`src/rtl/seg7_scan_ctrl.sv`:
```
// seg7_scan_ctrl - time-multiplexed hex 7-segment display driver.
//
// Cycles through N_DIGITS digits, dwelling PRESCALE clocks on each, and drives
// a one-hot anode select plus the hex-decoded segments of the active digit.
// Anode, segment and decimal-point outputs are registered (1-cycle latency
// relative to digit_sel_o and the sampled digits_i/dp_i).
//
// Ports
//   clck_i       system clock (posedge)
//   rst_i        synchronous reset, active-high
//   enable_i     1: scan and drive, 0: freeze scan and blank outputs
//   hold_i       1: freeze scan on current digit, keep driving it (beats enable_i)
//   digits_i     packed hex nibbles, digit k at [4k+3:4k], digit 0 = LSD
//   dp_i         per-digit decimal point, 1 = lit
//   digit_sel_o  current digit index
//   anode_o      one-hot anode drive, polarity from ANODE_ACT_LOW
//   seg_o        segments {g,f,e,d,c,b,a}, polarity from SEG_ACT_LOW
//   dp_o         decimal point, polarity from SEG_ACT_LOW
//   tick_o       1-cycle pulse in the cycle after the index advances
//
// Build option
//   SEG7_LZ_BLANK_EN  when defined, leading zeros (digits k>0 that are 0 with
//                     all higher digits 0) have their segments blanked.
//                     Anodes keep cycling and dp_o is still driven.

module seg7_scan_ctrl #(
  parameter int N_DIGITS      = 4,
  parameter int PRESCALE      = 50000,
  parameter int ANODE_ACT_LOW = 1,
  parameter int SEG_ACT_LOW   = 1,
  localparam int IDX_W        = (N_DIGITS > 1) ? $clog2(N_DIGITS) : 1
) (
  input  logic                  clck_i,
  input  logic                  rst_i,
  input  logic                  enable_i,
  input  logic                  hold_i,
  input  logic [4*N_DIGITS-1:0] digits_i,
  input  logic [N_DIGITS-1:0]   dp_i,
  output logic [IDX_W-1:0]      digit_sel_o,
  output logic [N_DIGITS-1:0]   anode_o,
  output logic [6:0]            seg_o,
  output logic                  dp_o,
  output logic                  tick_o
);

  localparam int PW = (PRESCALE > 1) ? $clog2(PRESCALE) : 1;

  // XOR masks: an active-high value XOR the mask gives the pin level.
  // The mask itself is therefore the "all inactive" pin level.
  localparam logic [N_DIGITS-1:0] AN_OFF  = (ANODE_ACT_LOW != 0) ? {N_DIGITS{1'b1}} : {N_DIGITS{1'b0}};
  localparam logic [6:0]          SEG_OFF = (SEG_ACT_LOW != 0) ? 7'h7F : 7'h00;
  localparam logic                DP_OFF  = (SEG_ACT_LOW != 0);

  localparam logic [PW-1:0]    PRE_LAST = PW'(PRESCALE - 1);
  localparam logic [IDX_W-1:0] IDX_LAST = IDX_W'(N_DIGITS - 1);

  logic [PW-1:0]       pre;
  logic [3:0]          nib;
  logic                dp_cur;
  logic                blank_cur;
  logic [N_DIGITS-1:0] hot;
  logic [6:0]          seg_hi;
  logic                scan;
  logic                drive;

  // Standard hex font, active-high {g,f,e,d,c,b,a}.
  function automatic logic [6:0] hex7(input logic [3:0] v);
    case (v)
      4'h0: hex7 = 7'h3F;
      4'h1: hex7 = 7'h06;
      4'h2: hex7 = 7'h5B;
      4'h3: hex7 = 7'h4F;
      4'h4: hex7 = 7'h66;
      4'h5: hex7 = 7'h6D;
      4'h6: hex7 = 7'h7D;
      4'h7: hex7 = 7'h07;
      4'h8: hex7 = 7'h7F;
      4'h9: hex7 = 7'h6F;
      4'hA: hex7 = 7'h77;
      4'hB: hex7 = 7'h7C;
      4'hC: hex7 = 7'h39;
      4'hD: hex7 = 7'h5E;
      4'hE: hex7 = 7'h79;
      default: hex7 = 7'h71;
    endcase
  endfunction

`ifdef SEG7_LZ_BLANK_EN
  // blank[k]: digit k and every digit above it are zero. Digit 0 never blanks.
  logic [N_DIGITS-1:0] blank;
  logic                zero_above;
  always_comb begin
    blank      = '0;
    zero_above = 1'b1;
    for (int k = N_DIGITS - 1; k >= 1; k--) begin
      zero_above = zero_above & (digits_i[4*k +: 4] == 4'h0);
      blank[k]   = zero_above;
    end
  end
`endif

  // Select the active digit's nibble/dp and build the one-hot anode pattern.
  // A compare-per-digit mux avoids out-of-range indexing when N_DIGITS is not
  // a power of two.
  always_comb begin
    nib       = 4'h0;
    dp_cur    = 1'b0;
    blank_cur = 1'b0;
    hot       = '0;
    for (int k = 0; k < N_DIGITS; k++) begin
      if (digit_sel_o == IDX_W'(k)) begin
        nib    = digits_i[4*k +: 4];
        dp_cur = dp_i[k];
        hot[k] = 1'b1;
`ifdef SEG7_LZ_BLANK_EN
        blank_cur = blank[k];
`endif
      end
    end
  end

  assign seg_hi = blank_cur ? 7'h00 : hex7(nib);
  assign scan   = enable_i & ~hold_i;
  // Hold keeps the display lit even when enable_i is low.
  assign drive  = hold_i | enable_i;

  always_ff @(posedge clck_i) begin
    if (rst_i) begin
      pre         <= '0;
      digit_sel_o <= '0;
      tick_o      <= 1'b0;
      anode_o     <= AN_OFF;
      seg_o       <= SEG_OFF;
      dp_o        <= DP_OFF;
    end else begin
      tick_o <= 1'b0;
      if (scan) begin
        if (pre == PRE_LAST) begin
          pre    <= '0;
          tick_o <= 1'b1;
          digit_sel_o <= (digit_sel_o == IDX_LAST) ? '0 : digit_sel_o + IDX_W'(1);
        end else begin
          pre <= pre + PW'(1);
        end
      end
      // Output stage uses the pre-edge index and the inputs sampled now.
      if (drive) begin
        anode_o <= hot ^ AN_OFF;
        seg_o   <= seg_hi ^ SEG_OFF;
        dp_o    <= dp_cur ^ DP_OFF;
      end else begin
        anode_o <= AN_OFF;
        seg_o   <= SEG_OFF;
        dp_o    <= DP_OFF;
      end
    end
  end

endmodule
```
`config.mk`:
```
export PLATFORM = sky130hd
export DESIGN_NAME = seg7_scan_ctrl
export DESIGN_NICKNAME = d
export VERILOG_FILES = /design/src/rtl/seg7_scan_ctrl.sv
export SDC_FILE = /design/constraint.sdc
export NUM_CORES = 1
export LEC_CHECK = 0
export CAP_MARGIN = 20
export CORE_UTILIZATION = 49
export DETAILED_ROUTE_END_ITERATION = 8
export PLACE_DENSITY = 0.83
export SLEW_MARGIN = 20
export SYNTH_ARGS = -nofsm -noshare
export SYNTH_HDL_FRONTEND = slang
export SYNTH_SLANG_ARGS = --single-unit
```
`constraint.sdc`:
```
create_clock -name clck_i -period 2.9 [get_ports clck_i]
set_clock_uncertainty 0.05 [all_clocks]
set_input_delay 0.58 -clock clck_i [delete_from_list [all_inputs] [get_ports clck_i]]
set_output_delay 0.58 -clock clck_i [all_outputs]
set_load 0.005 [all_outputs]
```
==> impl_metrics.csv <==
group,metric,value,unit
logic_synthesis,synthTopCellsByArea,"dfxtp_1 (37%), ha_1 (8.9%), xnor2_1 (5.2%), nand2_1 (4.9%), nor2_1 (4.7%)",
die,io_pins,39,
route,ant_nets,0,
clock_network,cts_setup_buffers,0,
logic_synthesis,synth.avg_cell_area,9.35,sq um
power,power.density,392,nW/um^2
logic_synthesis,synth_top_area_share,36.7,%
die,die_h,60.8,um
route,drtPass1Iterations,4,
worst_setup_path,crit_family,"adder cells",
sta,fin_tns_setup,0,ns
clock_network,worst_skew_pair.late_latency,0.33,ns
clock_network,cts_root_buf,"clkbuf_4",
worst_setup_path,path_cells,"inv_1 -> ha_1 -> nor2b_1 -> a221oi_1 -> o31ai_1 -> buf_4 -> ha_1 -> mux2_1 -> nand2_1 -> o211ai_1",
finish,layoutNonFillerInstCount,269,
sta,final_hold_viol_count,0,
die,die_w,60.8,um
worst_setup_path,cp.required,3.07,ns
worst_setup_path,startpoint_type,"register",
worst_setup_path,reg2reg_slack,0.45,ns
global_routing,antenna_found_initial,0,
logic_synthesis,synthTopCellsByCount,"dfxtp_1 (31), nand2_1 (22), nor2_1 (21), ha_1 (12), xnor2_1 (10)",
die,core,3150,sq um
sta,fmax,408,MHz
route,routedWlPerCell,12.8,um
finish,drive_gt1_share,11.6,%
worst_setup_path,end_kind,"register",
sta,min_period,2.45,ns
sta,setup_violations,0,
route,vias,1366,
placed_design,dp_hpwl,2510,um
global_routing,grt_pass1_wl,5510,um
clock_network,cts_tree,"done",
die,initial_core_util,53.7,%
placed_design,dp_cells,261,
logic_synthesis,syn_area,1690,sq um
sta,worst_slew_pin_slew,0.502,ns
finish,area_growth,28.6,%
sta,rsz0062_at_grt,"no",
global_routing,grt_max_degree,16,
finish,num_antenna_cells,0,
global_routing,grt_overflow,0,
worst_setup_path,max_stage_delay,0.41,ns
clock_network,cts_hold_buf,0,
clock_network,numClockSinks,31,
worst_setup_path,cp_num_buf_inv,2,
global_routing,grt_pass1_vias,1268,
die,rows,20,
global_routing,grt_usage,20.2,%
clock_network,path_clk_slew,0.10,ns
logic_synthesis,synth-edff-count,0,
sta,finalMaxSlewViolations,0,
clock_network,cts_max_level,2,
logic_synthesis,ys_types,46,
finish,fin_area,2180,sq um
power,p_leak,0.000813,uW
clock_network,cts_resized,0,
clock_network,numCtsBuffers,5,
route,drt-total-wl,3440,um
finish,nFillCells,275,
placed_design,gp_congestion,0.805,
sta,slew_headroom,66.5,%
logic_synthesis,ys_ff_latch,31,
sta,fin_hold_ws,0.483,ns
logic_synthesis,synthArstFlopShare,0,%
logic_synthesis,synth_cells,181,
logic_synthesis,yosysTopAreaCell,"dfxtp_1",
logic_synthesis,ys.flop_type,"dfxtp_1",
logic_synthesis,ys_warn_count,0,
worst_hold_path,holdCritPathClass,"reg -> reg",
route,drc,0,
logic_synthesis,synthMostInstantiatedCell,"dfxtp_1",
placed_design,dpl_cell_area,2100,sq um
die,die-area,3690,sq um
route,drt_iter0_drc,42,
power,vdd_drop_max,0.279,mV
clock_network,cts_max_path_buffers,2,
run_status,status,"finished clean",
logic_synthesis,syn_nets,217,
power,total_power,853,uW
worst_setup_path,crit_type,"reg -> reg",
logic_synthesis,yosysSeqAreaShare,36.7,%
route,via_per_inst,5.08,
worst_setup_path,critPathArrivalTime,2.62,ns
worst_setup_path,cp_max_fo,5,
worst_setup_path,cpMaxStageDelayCell,"dfxtp_1",
job,maxCapViolCount,0,
placed_design,port_buffers,38,
finish,final_nets,260,
sta,fin_crit_sh,84.4,%
worst_setup_path,cp_common_cell,"ha_1",
==> tightest hold or removal path, stage by stage (launching register included) <==
cell,delay [ns]
dfxtp_1,0.35
xnor2_1,0.08
nor2_1,0.07
==> worst paths after layout <==
path | startpoint | to | depth (start not counted)
worst min register to register | pre[15] | pre[15] | 2
worst min-delay path | pre[15] | pre[15] | 2
worst max-delay path | digit_sel_o[0] | seg_o[6] | 10
worst max register to register | digit_sel_o[0] | seg_o[6] | 10
==> state kept, by name, indices dropped and copies added (netlist names) <==
register / flops
seg_o: 7
anode_o: 4
tick_o: 1
digit_sel_o: 2
dp_o: 1
pre: 16
==> metrics by stage <==
step / worst slack [ns] / utilization (%)
global placement: 0.430 / 66.7
CTS: 0.436 / 69.0
finish: 0.451 / 69.0
global route: 0.201 / 69.0
detailed placement: 0.404 / 66.7
floorplan: 0.450 / -
==> routing by layer <==
metal  up-vias  share of wire, %  track usage (%)
met5         -                 0                0
met4         0               1.5             9.09
met3         7               5.2             4.90
met2        46                50             35.0
met1       612                44             23.6
li1        701                 -                -
==> placed cells by master, fill, tap and decap left out, types with 6 or more instances in the layout <==
cell | netlist | routed
clkdlybuf4s50_1 | 0 | 38
dfxtp_1 | 31 | 31
nand2_1 | 22 | 22
nor2_1 | 21 | 21
ha_1 | 12 | 12
xnor2_1 | 10 | 10
nor2b_1 | 8 | 8
inv_1 | 7 | 7
buf_4 | 2 | 6
==> kinds of logic after synthesis <==
group                    share of synthesized area [%]
multiplexers                                      4.36
XOR/XNOR                                          7.77
AO/OA/AOI/OAI                                     11.5
AND/OR/NAND/NOR                                   25.2
buffers and inverters                             5.62
flip-flops                                        36.7
adder cells (fa/ha/maj)                           8.88
==> cell type report <==
| cell class | count | area (sq um) | area share (%) |
|---|---|---|---|
| multi-input combinational | 135 | 976 | 44.9 |
| sequential | 31 | 621 | 28.5 |
| timing repair buffer | 44 | 425 | 19.6 |
| clock buffer | 7 | 65.1 | 2.99 |
| tap | 44 | 55.1 | 2.53 |
| inverter | 7 | 26.3 | 1.21 |
| clock inverter | 1 | 7.51 | 0.345 |
==> report_power, final <==
part,switching [uW],total (uW),internal [uW]
Clock,153,295,142
Combinational,44.9,117,71.9
Sequential,4.45,441,437
Total,203,853,651
No activity file was read; power rests on OpenSTA's default activity.
